### src/rtl/cpu6_pkg.sv
// cpu6_pkg: shared widths, opcode and FSM state encodings, and instruction
// field helpers for the cpu6 control unit and its register file.
package cpu6_pkg;

  localparam int unsigned DW   = 6;   // datapath / ALU operand width
  localparam int unsigned AW   = 6;   // instruction address width
  localparam int unsigned IW   = 12;  // instruction width
  localparam int unsigned NREG = 4;   // architectural registers
  localparam int unsigned RW   = 2;   // register index width
  localparam int unsigned FW   = 3;   // {CF,SF,ZF}
  localparam int unsigned SW   = 3;   // FSM state width

  // Instruction field positions
  localparam int unsigned OPC_HI = 11;
  localparam int unsigned OPC_LO = 9;
  localparam int unsigned RD_HI  = 8;
  localparam int unsigned RD_LO  = 7;
  localparam int unsigned RS_HI  = 5;
  localparam int unsigned RS_LO  = 4;
  localparam int unsigned IMM_HI = 5;

  localparam logic [2:0] OPC_NOP  = 3'b000;
  localparam logic [2:0] OPC_XAO  = 3'b001;
  localparam logic [2:0] OPC_SHR  = 3'b010;
  localparam logic [2:0] OPC_LDI  = 3'b011;
  localparam logic [2:0] OPC_JZ   = 3'b100;
  localparam logic [2:0] OPC_HALT = 3'b101;

  localparam logic [SW-1:0] ST_IDLE   = 3'd0;
  localparam logic [SW-1:0] ST_FETCH  = 3'd1;
  localparam logic [SW-1:0] ST_DECODE = 3'd2;
  localparam logic [SW-1:0] ST_EXEC   = 3'd3;
  localparam logic [SW-1:0] ST_WB     = 3'd4;
  localparam logic [SW-1:0] ST_HALT   = 3'd5;

  function automatic logic [2:0] opc_of(input logic [IW-1:0] ins);
    return ins[OPC_HI:OPC_LO];
  endfunction

  function automatic logic [RW-1:0] rd_of(input logic [IW-1:0] ins);
    return ins[RD_HI:RD_LO];
  endfunction

  function automatic logic [RW-1:0] rs_of(input logic [IW-1:0] ins);
    return ins[RS_HI:RS_LO];
  endfunction

  function automatic logic [DW-1:0] imm_of(input logic [IW-1:0] ins);
    return ins[IMM_HI:0];
  endfunction

endpackage

### src/rtl/cpu6_regfile.sv
// cpu6_regfile: NREG x DW register file, two combinational read ports and one
// synchronous write port, synchronous active-high reset to zero.
//  clk, rst            clock / sync reset
//  we_i, waddr_i, wdata_i   write port
//  raddr_a_i, raddr_b_i     read addresses
//  rdata_a_c, rdata_b_c     combinational read data
module cpu6_regfile
  import cpu6_pkg::*;
(
  input  logic          clk,
  input  logic          rst,
  input  logic          we_i,
  input  logic [RW-1:0] waddr_i,
  input  logic [DW-1:0] wdata_i,
  input  logic [RW-1:0] raddr_a_i,
  input  logic [RW-1:0] raddr_b_i,
  output logic [DW-1:0] rdata_a_c,
  output logic [DW-1:0] rdata_b_c
);

  logic [DW-1:0] regs_q [NREG];

  always_ff @(posedge clk) begin
    if (rst) begin
      for (int i = 0; i < int'(NREG); i++) regs_q[i] <= '0;
    end else if (we_i) begin
      regs_q[waddr_i] <= wdata_i;
    end
  end

  assign rdata_a_c = regs_q[raddr_a_i];
  assign rdata_b_c = regs_q[raddr_b_i];

endmodule

### src/rtl/cpu6_control_unit.sv
// cpu6_control_unit: multi-cycle fetch/decode/execute controller driving an
// external combinational 6-bit ALU.
//  clk, rst, run                       clock, sync reset, run level
//  imem_req/addr/ack/data              instruction fetch handshake
//  alu_a, alu_b, alu_op                registered ALU operands / op select
//  alu_r, alu_cf, alu_sf, alu_zf       ALU result and flags
//  flags                               latched {CF,SF,ZF}
//  halted, illegal                     HALT state / undefined-opcode pulse
module cpu6_control_unit
  import cpu6_pkg::*;
(
  input  logic          clk,
  input  logic          rst,
  input  logic          run,
  output logic          imem_req,
  output logic [AW-1:0] imem_addr,
  input  logic          imem_ack,
  input  logic [IW-1:0] imem_data,
  output logic [DW-1:0] alu_a,
  output logic [DW-1:0] alu_b,
  output logic          alu_op,
  input  logic [DW-1:0] alu_r,
  input  logic          alu_cf,
  input  logic          alu_sf,
  input  logic          alu_zf,
  output logic [FW-1:0] flags,
  output logic          halted,
  output logic          illegal
);

  logic [SW-1:0] state_q, state_d;
  logic [AW-1:0] pc_q, pc_d;
  logic [IW-1:0] ir_q, ir_d;
  logic [FW-1:0] flags_q, flags_d;
  logic [DW-1:0] alu_a_q, alu_a_d, alu_b_q, alu_b_d;
  logic          alu_op_q, alu_op_d;
  logic          req_q, req_d;
  logic          halted_q, halted_d;
  logic          illegal_q, illegal_d;

  logic          rf_we;
  logic [DW-1:0] rf_wdata;
  logic [DW-1:0] rf_rd_val, rf_rs_val;

  cpu6_regfile u_regfile (
    .clk       (clk),
    .rst       (rst),
    .we_i      (rf_we),
    .waddr_i   (rd_of(ir_q)),
    .wdata_i   (rf_wdata),
    .raddr_a_i (rd_of(ir_q)),
    .raddr_b_i (rs_of(ir_q)),
    .rdata_a_c (rf_rd_val),
    .rdata_b_c (rf_rs_val)
  );

  // State and output registers
  always_ff @(posedge clk) begin
    if (rst) begin
      state_q   <= ST_IDLE;
      pc_q      <= '0;
      ir_q      <= '0;
      flags_q   <= '0;
      alu_a_q   <= '0;
      alu_b_q   <= '0;
      alu_op_q  <= 1'b0;
      req_q     <= 1'b0;
      halted_q  <= 1'b0;
      illegal_q <= 1'b0;
    end else begin
      state_q   <= state_d;
      pc_q      <= pc_d;
      ir_q      <= ir_d;
      flags_q   <= flags_d;
      alu_a_q   <= alu_a_d;
      alu_b_q   <= alu_b_d;
      alu_op_q  <= alu_op_d;
      req_q     <= req_d;
      halted_q  <= halted_d;
      illegal_q <= illegal_d;
    end
  end

  // Next-state, datapath control and register-file write selection
  always_comb begin
    state_d   = state_q;
    pc_d      = pc_q;
    ir_d      = ir_q;
    flags_d   = flags_q;
    alu_a_d   = alu_a_q;
    alu_b_d   = alu_b_q;
    alu_op_d  = alu_op_q;
    illegal_d = 1'b0;
    rf_we     = 1'b0;
    rf_wdata  = alu_r;

    case (state_q)
      ST_IDLE: begin
        if (run) state_d = ST_FETCH;
      end
      ST_FETCH: begin
        if (req_q && imem_ack) begin
          ir_d    = imem_data;
          state_d = ST_DECODE;
        end
      end
      ST_DECODE: begin
        // Single-cycle instructions retire here; run low parks in IDLE
        state_d = run ? ST_FETCH : ST_IDLE;
        pc_d    = pc_q + AW'(1);
        case (opc_of(ir_q))
          OPC_NOP: ;
          OPC_XAO, OPC_SHR: state_d = ST_EXEC;
          OPC_LDI: begin
            rf_we    = 1'b1;
            rf_wdata = imm_of(ir_q);
          end
          OPC_JZ: begin
            if (flags_q[0]) pc_d = imm_of(ir_q);
          end
          OPC_HALT: begin
            pc_d    = pc_q;
            state_d = ST_HALT;
          end
          default: illegal_d = 1'b1;
        endcase
      end
      ST_EXEC: begin
        alu_a_d  = rf_rd_val;
        alu_b_d  = rf_rs_val;
        alu_op_d = (opc_of(ir_q) == OPC_SHR);
        state_d  = ST_WB;
      end
      ST_WB: begin
        rf_we   = 1'b1;
        flags_d = {alu_cf, alu_sf, alu_zf};
        state_d = run ? ST_FETCH : ST_IDLE;
      end
      ST_HALT: state_d = ST_HALT;
      default: state_d = ST_IDLE;
    endcase

    // Request and halt outputs are registered versions of the next state
    req_d    = (state_d == ST_FETCH);
    halted_d = (state_d == ST_HALT);
  end

  assign imem_req  = req_q;
  assign imem_addr = pc_q;
  assign alu_a     = alu_a_q;
  assign alu_b     = alu_b_q;
  assign alu_op    = alu_op_q;
  assign flags     = flags_q;
  assign halted    = halted_q;
  assign illegal   = illegal_q;

endmodule

### config.mk
export PLATFORM = sky130hd
export DESIGN_NAME = cpu6_control_unit
export DESIGN_NICKNAME = d
export VERILOG_FILES = /design/src/rtl/cpu6_pkg.sv /design/src/rtl/cpu6_regfile.sv /design/src/rtl/cpu6_control_unit.sv
export SDC_FILE = /design/constraint.sdc
export NUM_CORES = 1
export LEC_CHECK = 0
export BUFFER_PORTS_ARGS = -buffer_cell sky130_fd_sc_hd__buf_2
export CAP_MARGIN = 25
export CELL_PAD_IN_SITES_DETAIL_PLACEMENT = 2
export CELL_PAD_IN_SITES_GLOBAL_PLACEMENT = 2
export CORE_ASPECT_RATIO = 0.9
export CORE_MARGIN = 5
export CORE_UTILIZATION = 39
export DETAILED_ROUTE_END_ITERATION = 8
export PLACE_DENSITY = 0.94
export SLEW_MARGIN = 5
export SYNTH_ARGS = -nofsm -noshare
export SYNTH_HDL_FRONTEND = slang
export SYNTH_HIERARCHICAL = 1
export SYNTH_SLANG_ARGS = --single-unit
### constraint.sdc
create_clock -name clk -period 2.9 [get_ports clk]
set_input_delay 0.29 -clock clk [delete_from_list [all_inputs] [get_ports clk]]
set_output_delay 0.29 -clock clk [all_outputs]
set_load 0.05 [all_outputs]
==> flow_summary.yaml, run 1 <==
min_path:
  holdPathStages: 3
  worstHoldStart: "imem_data[4]"
  min_to: "ir_q[4]"
  hold_path.class: "in -> reg"
clock_tree:
  insertion_delay_ns: 0.34
  cts.repair.resized: 0
  clock-sinks: 63
  post_cts_buffers: 0
  cts_made_buffers: 9
  cts_buffer_depth: 2
  clk_pin_slew_worst_paths_ns: 0.07
  cts_tree: "built"
  postCtsHoldBufs: 0
  htreeDepth: 3
  clockRootBuffer: "clkbuf_8"
yosys:
  synthArstFlopShare: 0
  synth-seq-cells: 63
  ys_types: 49
  ys.flop_type: "dfxtp_1"
  synth_area_leaders: "dfxtp_1, edfxtp_1, mux4_2"
  synth.top_cell.area_share: 0.2568
  ys_seq_area_frac: 0.4938
  yosysWarnings: 6
  synth_fp_nets: 297
  synth_edf_count: 24
  synthCells: 271
  yosys.area.top_type: "dfxtp_1"
  synth_area_per_cell_um2: 11.22
  syn_area_um2: 3040
route:
  dr.pass1.iters: 4
  drcViolationCount: 0
  wl_per_cell_um: 24.90
  wl_mm: 10.46
  drtAntennaViolNets: 0
  num_vias: 2408
  drt-vias-per-instance: 5.733
  drtIter0Drc: 107
power:
  p_leak_nw: 1.333
  powerDensity_nw_per_um2: 544.1
  ir_drop_mv: 0.1900
timing:
  finClkSkew_ns: 0.009186
  setup_viol: 0
  rsz0062_at_grt: "false"
  drv_slew: 0
  tightest_slew_ns: 0.8015
  hold_violations: 0
  relSlewSlack: 0.4649
  period_needed_ns: 2.552
  tns_ns: 0
  timing.fmax_mhz: 391.9
  fin_hold_ws_ns: 0.1902
  timing.final.crit_share: 0.8800
run:
  max_cap_violations: 0
floorplanning:
  initial_core_util: 0.4010
  io_pins: 50
  core_um2: 7582
  fp.dieH_um: 93.77
  rows: 30
  die-area_um2: 9664
  die_w_um: 103.1
worst_setup_path:
  worstSetupStartpointType: "register"
  crit_required_ns: 2.88
  worstPathArrival_ns: 2.53
  ff2ff_setup_slack_ns: 0.35
  critPathCaptureType: "register"
  critPathKind: "reg -> reg"
  ff2ff_path_depth: 5
  reg2reg_to: "u_regfile/regs_q[2][0]"
  r2r-start: "state_q[2]"
  crit_fanout: 8
cells_and_area:
  layout_commonest_cell: "buf_2"
  drive_above_1_share: 0.3025
  diodes: 0
  final_cells: 420
  finalNetCount: 346
  area_growth_pct: 16.54
  layout_common_cells: "buf_2, dfxtp_1, nand2_1, and2_1, edfxtp_1"
  post-route-util: 0.4673
grt:
  grt_antenna_before_repair: 0
  grt_use_total: 0.2269
  grt_pass1_vias: 2656
  grt_max_degree: 39
  grt-ovfl-total: 0
  grt_pass1_wl_mm: 15.79
placed_design:
  dp_cells: 405
  gp_congestion: 0.7878
  buffer_ports.inserted: 48
  detailed_place_hpwl_mm: 7.210
run_status:
  status: "complete, no violations"
[worst max-delay path by stage]
stage                           from                endpoint  slack [ns]  cells past startpoint
after floorplan           state_q[1]  u_regfile/regs_q[2][0]        0.95                      6
after detailed placement  state_q[2]  u_regfile/regs_q[2][4]        0.40                      5
after global placement    state_q[2]  u_regfile/regs_q[2][4]        0.68                      5
final                     state_q[2]  u_regfile/regs_q[2][0]        0.35                      5
after global routing      state_q[2]  u_regfile/regs_q[2][0]        0.19                      5
after CTS                 state_q[2]  u_regfile/regs_q[2][0]        0.35                      5
[critical path: stages (launching register included)]
cell and delay (ns):
dfxtp_1 0.52, inv_1 0.24, nor3_2 0.46, or2_2 0.33, nand2_1 0.09, o21bai_1 0.53
[routing by layer]
metal	up-vias	part of all wire	GRT usage
met1	1227	0.41	0.2734
met4	0	0.035	0.1025
met5	-	0	0
li1	1083	-	-
met3	23	0.039	0.03860
met2	75	0.51	0.3910
[cells in the mapped netlist, types with 2 or more instances]
library cell	number
dfxtp_1	39
buf_2	5
nand3_1	3
nand2_1	33
buf_4	2
edfxtp_1	24
and3_1	2
a21oi_1	22
buf_6	3
and2_1	26
a31o_2	3
nor2_1	21
mux2_2	6
a311oi_1	2
inv_1	3
nor3_1	3
nor4b_4	2
nand2b_1	2
clkbuf_1	3
o21ai_0	6
mux4_2	12
mux2i_1	16
nor2b_1	3
and4bb_4	2
nor3b_2	2
a211oi_1	3
[final cells by class]
cell class	instances	area, µm²
clock buffer	10	127.6
clock inverter	5	73.82
fill	806	4039
inverter	3	11.26
multi-input combinational	191	1439
sequential	63	1501
tap	96	120.1
timing repair buffer	52	270.3
[registers in the layout (all words and copies together), names as in the netlist]
register          cells
alu_a                 6
alu_b                 6
alu_op                1
flags                 3
halted                1
illegal               1
imem_addr             6
imem_req              1
ir_q                 11
state_q               3
u_regfile/regs_q     24
[logic make-up after synthesis]
family,Yosys count,share of synthesized area
and+or+nand+nor,111,0.2156
DFF,63,0.4938
AOI/OAI and AO/OA,44,0.08684
muxes,34,0.1638
buffers and inverters,17,0.03292
xor gates and xnor gates,1,0.002881
adders and majority gates,1,0.004115
[metrics by stage]
stage	total power [mW]	instance area, µm²	setup WS [ns]
after detailed placement	1.122	3342	0.3981
after CTS	1.937	3543	0.3456
after global routing	1.988	3543	0.1902
after global placement	1.106	3342	0.6785
final	1.928	3543	0.3481
after floorplan	1.065	3040	0.9506
[power by group]
part	leakage, nW	internal [mW]	switching (mW)
Clock	0.104	0.474	0.345
Sequential	0.563	0.939	0.0307
Combinational	0.666	0.0579	0.0817
Note: power is estimated with default switching activity, not from simulation.
==> run 2, diff against run 1 <==
--- a/config.mk
+++ b/config.mk
@@ -5,15 +5,16 @@
 export SDC_FILE = /design/constraint.sdc
 export NUM_CORES = 1
 export LEC_CHECK = 0
+export ABC_AREA = 1
 export BUFFER_PORTS_ARGS = -buffer_cell sky130_fd_sc_hd__buf_2
 export CAP_MARGIN = 25
 export CELL_PAD_IN_SITES_DETAIL_PLACEMENT = 2
 export CELL_PAD_IN_SITES_GLOBAL_PLACEMENT = 2
 export CORE_ASPECT_RATIO = 0.9
 export CORE_MARGIN = 5
-export CORE_UTILIZATION = 39
+export CORE_UTILIZATION = 35
 export DETAILED_ROUTE_END_ITERATION = 8
-export PLACE_DENSITY = 0.94
+export PLACE_DENSITY = 0.95
 export SLEW_MARGIN = 5
 export SYNTH_ARGS = -nofsm -noshare
 export SYNTH_HDL_FRONTEND = slang
==> run 2 against run 1 <==
Cell count rose by 40%. Die area rose by 15%. Wire length rose by 1.7%. Synthesized cell count rose by 54%. Sequential cell count did not move. First-iteration DRC count rose by 0.93%. Critical path type unchanged. Largest cell class unchanged.
==> flow_summary.yaml, run 2 <==
cells_and_area:
  layout_common_cells: "nand2_1, nor2_1, buf_2, inv_1, dfxtp_1"
  layout_commonest_cell: "nand2_1"
  final_cells: 590
  diodes: 0
  post-route-util: 0.4031
  finalInstanceArea_um2: 3628
  finalNetCount: 491
  multi_input_area_um2: 1368
  largest_reg_flops: 24
  area_growth_pct: 14.22
  fillers: 1094
  drive_above_1_share: 0.1987
  ff_latch_area_um2: 1501
  top_register: "u_regfile/regs_q"
  top_regs: "u_regfile/regs_q (24), ir_q (11)"
route:
  num_vias: 2957
  drtAntennaViolNets: 0
  dr.pass1.iters: 4
  drcViolationCount: 0
  drt-vias-per-instance: 5.012
  wl_per_cell_um: 18.03
  wl_mm: 10.64
  drtIter0Drc: 108
worst_setup_path:
  critical_path.startpoint: "state_q[1]"
  worstSetupStartpointType: "register"
  critical_path.max_stage_delay_ns: 0.51
  slowest_stage: "o21ai_1"
  worstPathArrival_ns: 2.16
  crit_fanout: 13
  reg2reg_to: "u_regfile/regs_q[2][1]"
  critPathKind: "reg -> reg"
  crit_required_ns: 2.87
  ff2ff_path_depth: 6
  path_cells: "nand2_1 -> nor2_4 -> nand4_4 -> nand2_1 -> inv_2 -> o21ai_1"
  ff2ff_setup_slack_ns: 0.71
  r2r-start: "state_q[1]"
  critPathCaptureType: "register"
  cpMostUsedCell: "nand2_1"
clock_tree:
  post_cts_buffers: 0
  htreeDepth: 3
  cts_tree: "built"
  cts_buffer_depth: 2
  insertion_delay_ns: 0.34
  cts_made_buffers: 9
  clock-sinks: 63
  cts.repair.resized: 0
  postCtsHoldBufs: 0
  clk_pin_slew_worst_paths_ns: 0.07
  clockRootBuffer: "clkbuf_8"
yosys:
  synth_edf_count: 24
  synth_compound_area_frac: 0.1008
  synthMuxAreaShare: 0
  synth_fp_nets: 444
  synthSimpleGateAreaFrac: 0.3257
  synthCells: 418
  ys_types: 33
  syn_area_um2: 3177
  ys_seq_area_frac: 0.4726
  synth_area_leaders: "dfxtp_1, edfxtp_1, nand2_1"
  synth_common_cells: "nand2_1, nor2_1, inv_1, dfxtp_1, nand3_1"
  synth.top_cell.area_share: 0.2458
  synthArstFlopShare: 0
  synth_area_per_cell_um2: 7.600
  yosysMostFrequentCell: "nand2_1"
  synth_top_family_by_area: "simple AND/OR/NAND/NOR gates"
  yosys.area.top_type: "dfxtp_1"
  synthAdderAreaFrac: 0.003939
  yosysWarnings: 6
  ys.flop_type: "dfxtp_1"
  synth_xor_area_frac: 0
  synth-seq-cells: 63
placed_design:
  dp_cells: 576
  gp_congestion: 0.8162
  buffer_ports.inserted: 48
  dpl_cell_area_um2: 3483
  place_ws_ns: 0.7227
  detailed_place_hpwl_mm: 8.192
timing:
  worst_slack_ns: 0.7114
  timing.fmax_mhz: 456.9
  tightest_slew_ns: 0.8309
  drv_slew: 0
  rsz0062_at_grt: "false"
  relSlewSlack: 0.4455
  setup_viol: 0
  tns_ns: 0
  period_needed_ns: 2.189
  hold_violations: 0
  timing.final.crit_share: 0.7547
  finClkSkew_ns: 0.006518
grt:
  grt_max_degree: 32
  grt_antenna_before_repair: 0
  grt_pass1_wl_mm: 17.28
  grt-ovfl-total: 0
  grt_pass1_vias: 3291
  grt_use_total: 0.1986
floorplanning:
  die_w_um: 110.4
  fp.dieH_um: 100.4
  core_um2: 9001
  io_pins: 50
  rows: 33
  initial_core_util: 0.3529
  die-area_um2: 11080
run:
  max_cap_violations: 0
power:
  p_leak_nw: 1.674
  powerDensity_nw_per_um2: 476.8
  ir_drop_mv: 0.1821
min_path:
  holdPathStages: 3
  worstHoldStart: "imem_data[8]"
  min_to: "ir_q[8]"
  hold_path.class: "in -> reg"
run_status:
  status: "complete, no violations"
## run 2: final cells by class
| type | count | share of cell area |
|---|---|---|
| tap | 122 | 0.04207 |
| clock buffer | 12 | 0.03724 |
| sequential | 63 | 0.4138 |
| clock inverter | 2 | 0.002759 |
| inverter | 57 | 0.05897 |
| timing repair buffer | 49 | 0.06828 |
| multi-input combinational | 285 | 0.3769 |
## run 2: cell families after synthesis
kind of cell | count (synthesis)
AO/OA/AOI/OAI | 58
adder cells (fa/ha/maj) | 1
buffers and inverters | 70
flip-flops | 63
AND/OR/NAND/NOR | 226
## run 2: through the flow
step	hold WS, ns	total power [mW]
final	0.2080	1.730
after global routing	0.2222	1.805
after CTS	0.1989	1.755
after detailed placement	0.4756	1.128
after global placement	0.4571	1.114
after floorplan	0.3591	1.068
## run 2: power by group
| group | internal (mW) | switching, mW |
|---|---|---|
| logic | 0.0450 | 0.108 |
| registers | 0.937 | 0.0204 |
| clock network | 0.299 | 0.321 |
| total | 1.28 | 0.449 |
## run 2: per-layer routing
| metal | track usage | part of all wire |
|---|---|---|
| met2 | 0.3531 | 0.51 |
| met3 | 0.04521 | 0.033 |
| met5 | 0 | 0 |
| met4 | 0.07008 | 0.021 |
| met1 | 0.2374 | 0.44 |
## run 2: worst max-delay path by stage
stage                                  end  slack, ns  cells after the start
global route        u_regfile/regs_q[2][1]       0.49                      6
CTS                 u_regfile/regs_q[2][1]       0.71                      6
detailed placement  u_regfile/regs_q[2][1]       0.72                      6
floorplan           u_regfile/regs_q[1][0]       1.07                      9
finish              u_regfile/regs_q[2][1]       0.71                      6
global placement    u_regfile/regs_q[1][2]       0.91                      8
## run 2: critical path: cells and delay by family, from the launching register on
kind	cells	cell delay, ns
simple gates	4	0.80
flops	1	0.42
buf+inv	1	0.08
compound gates	1	0.51
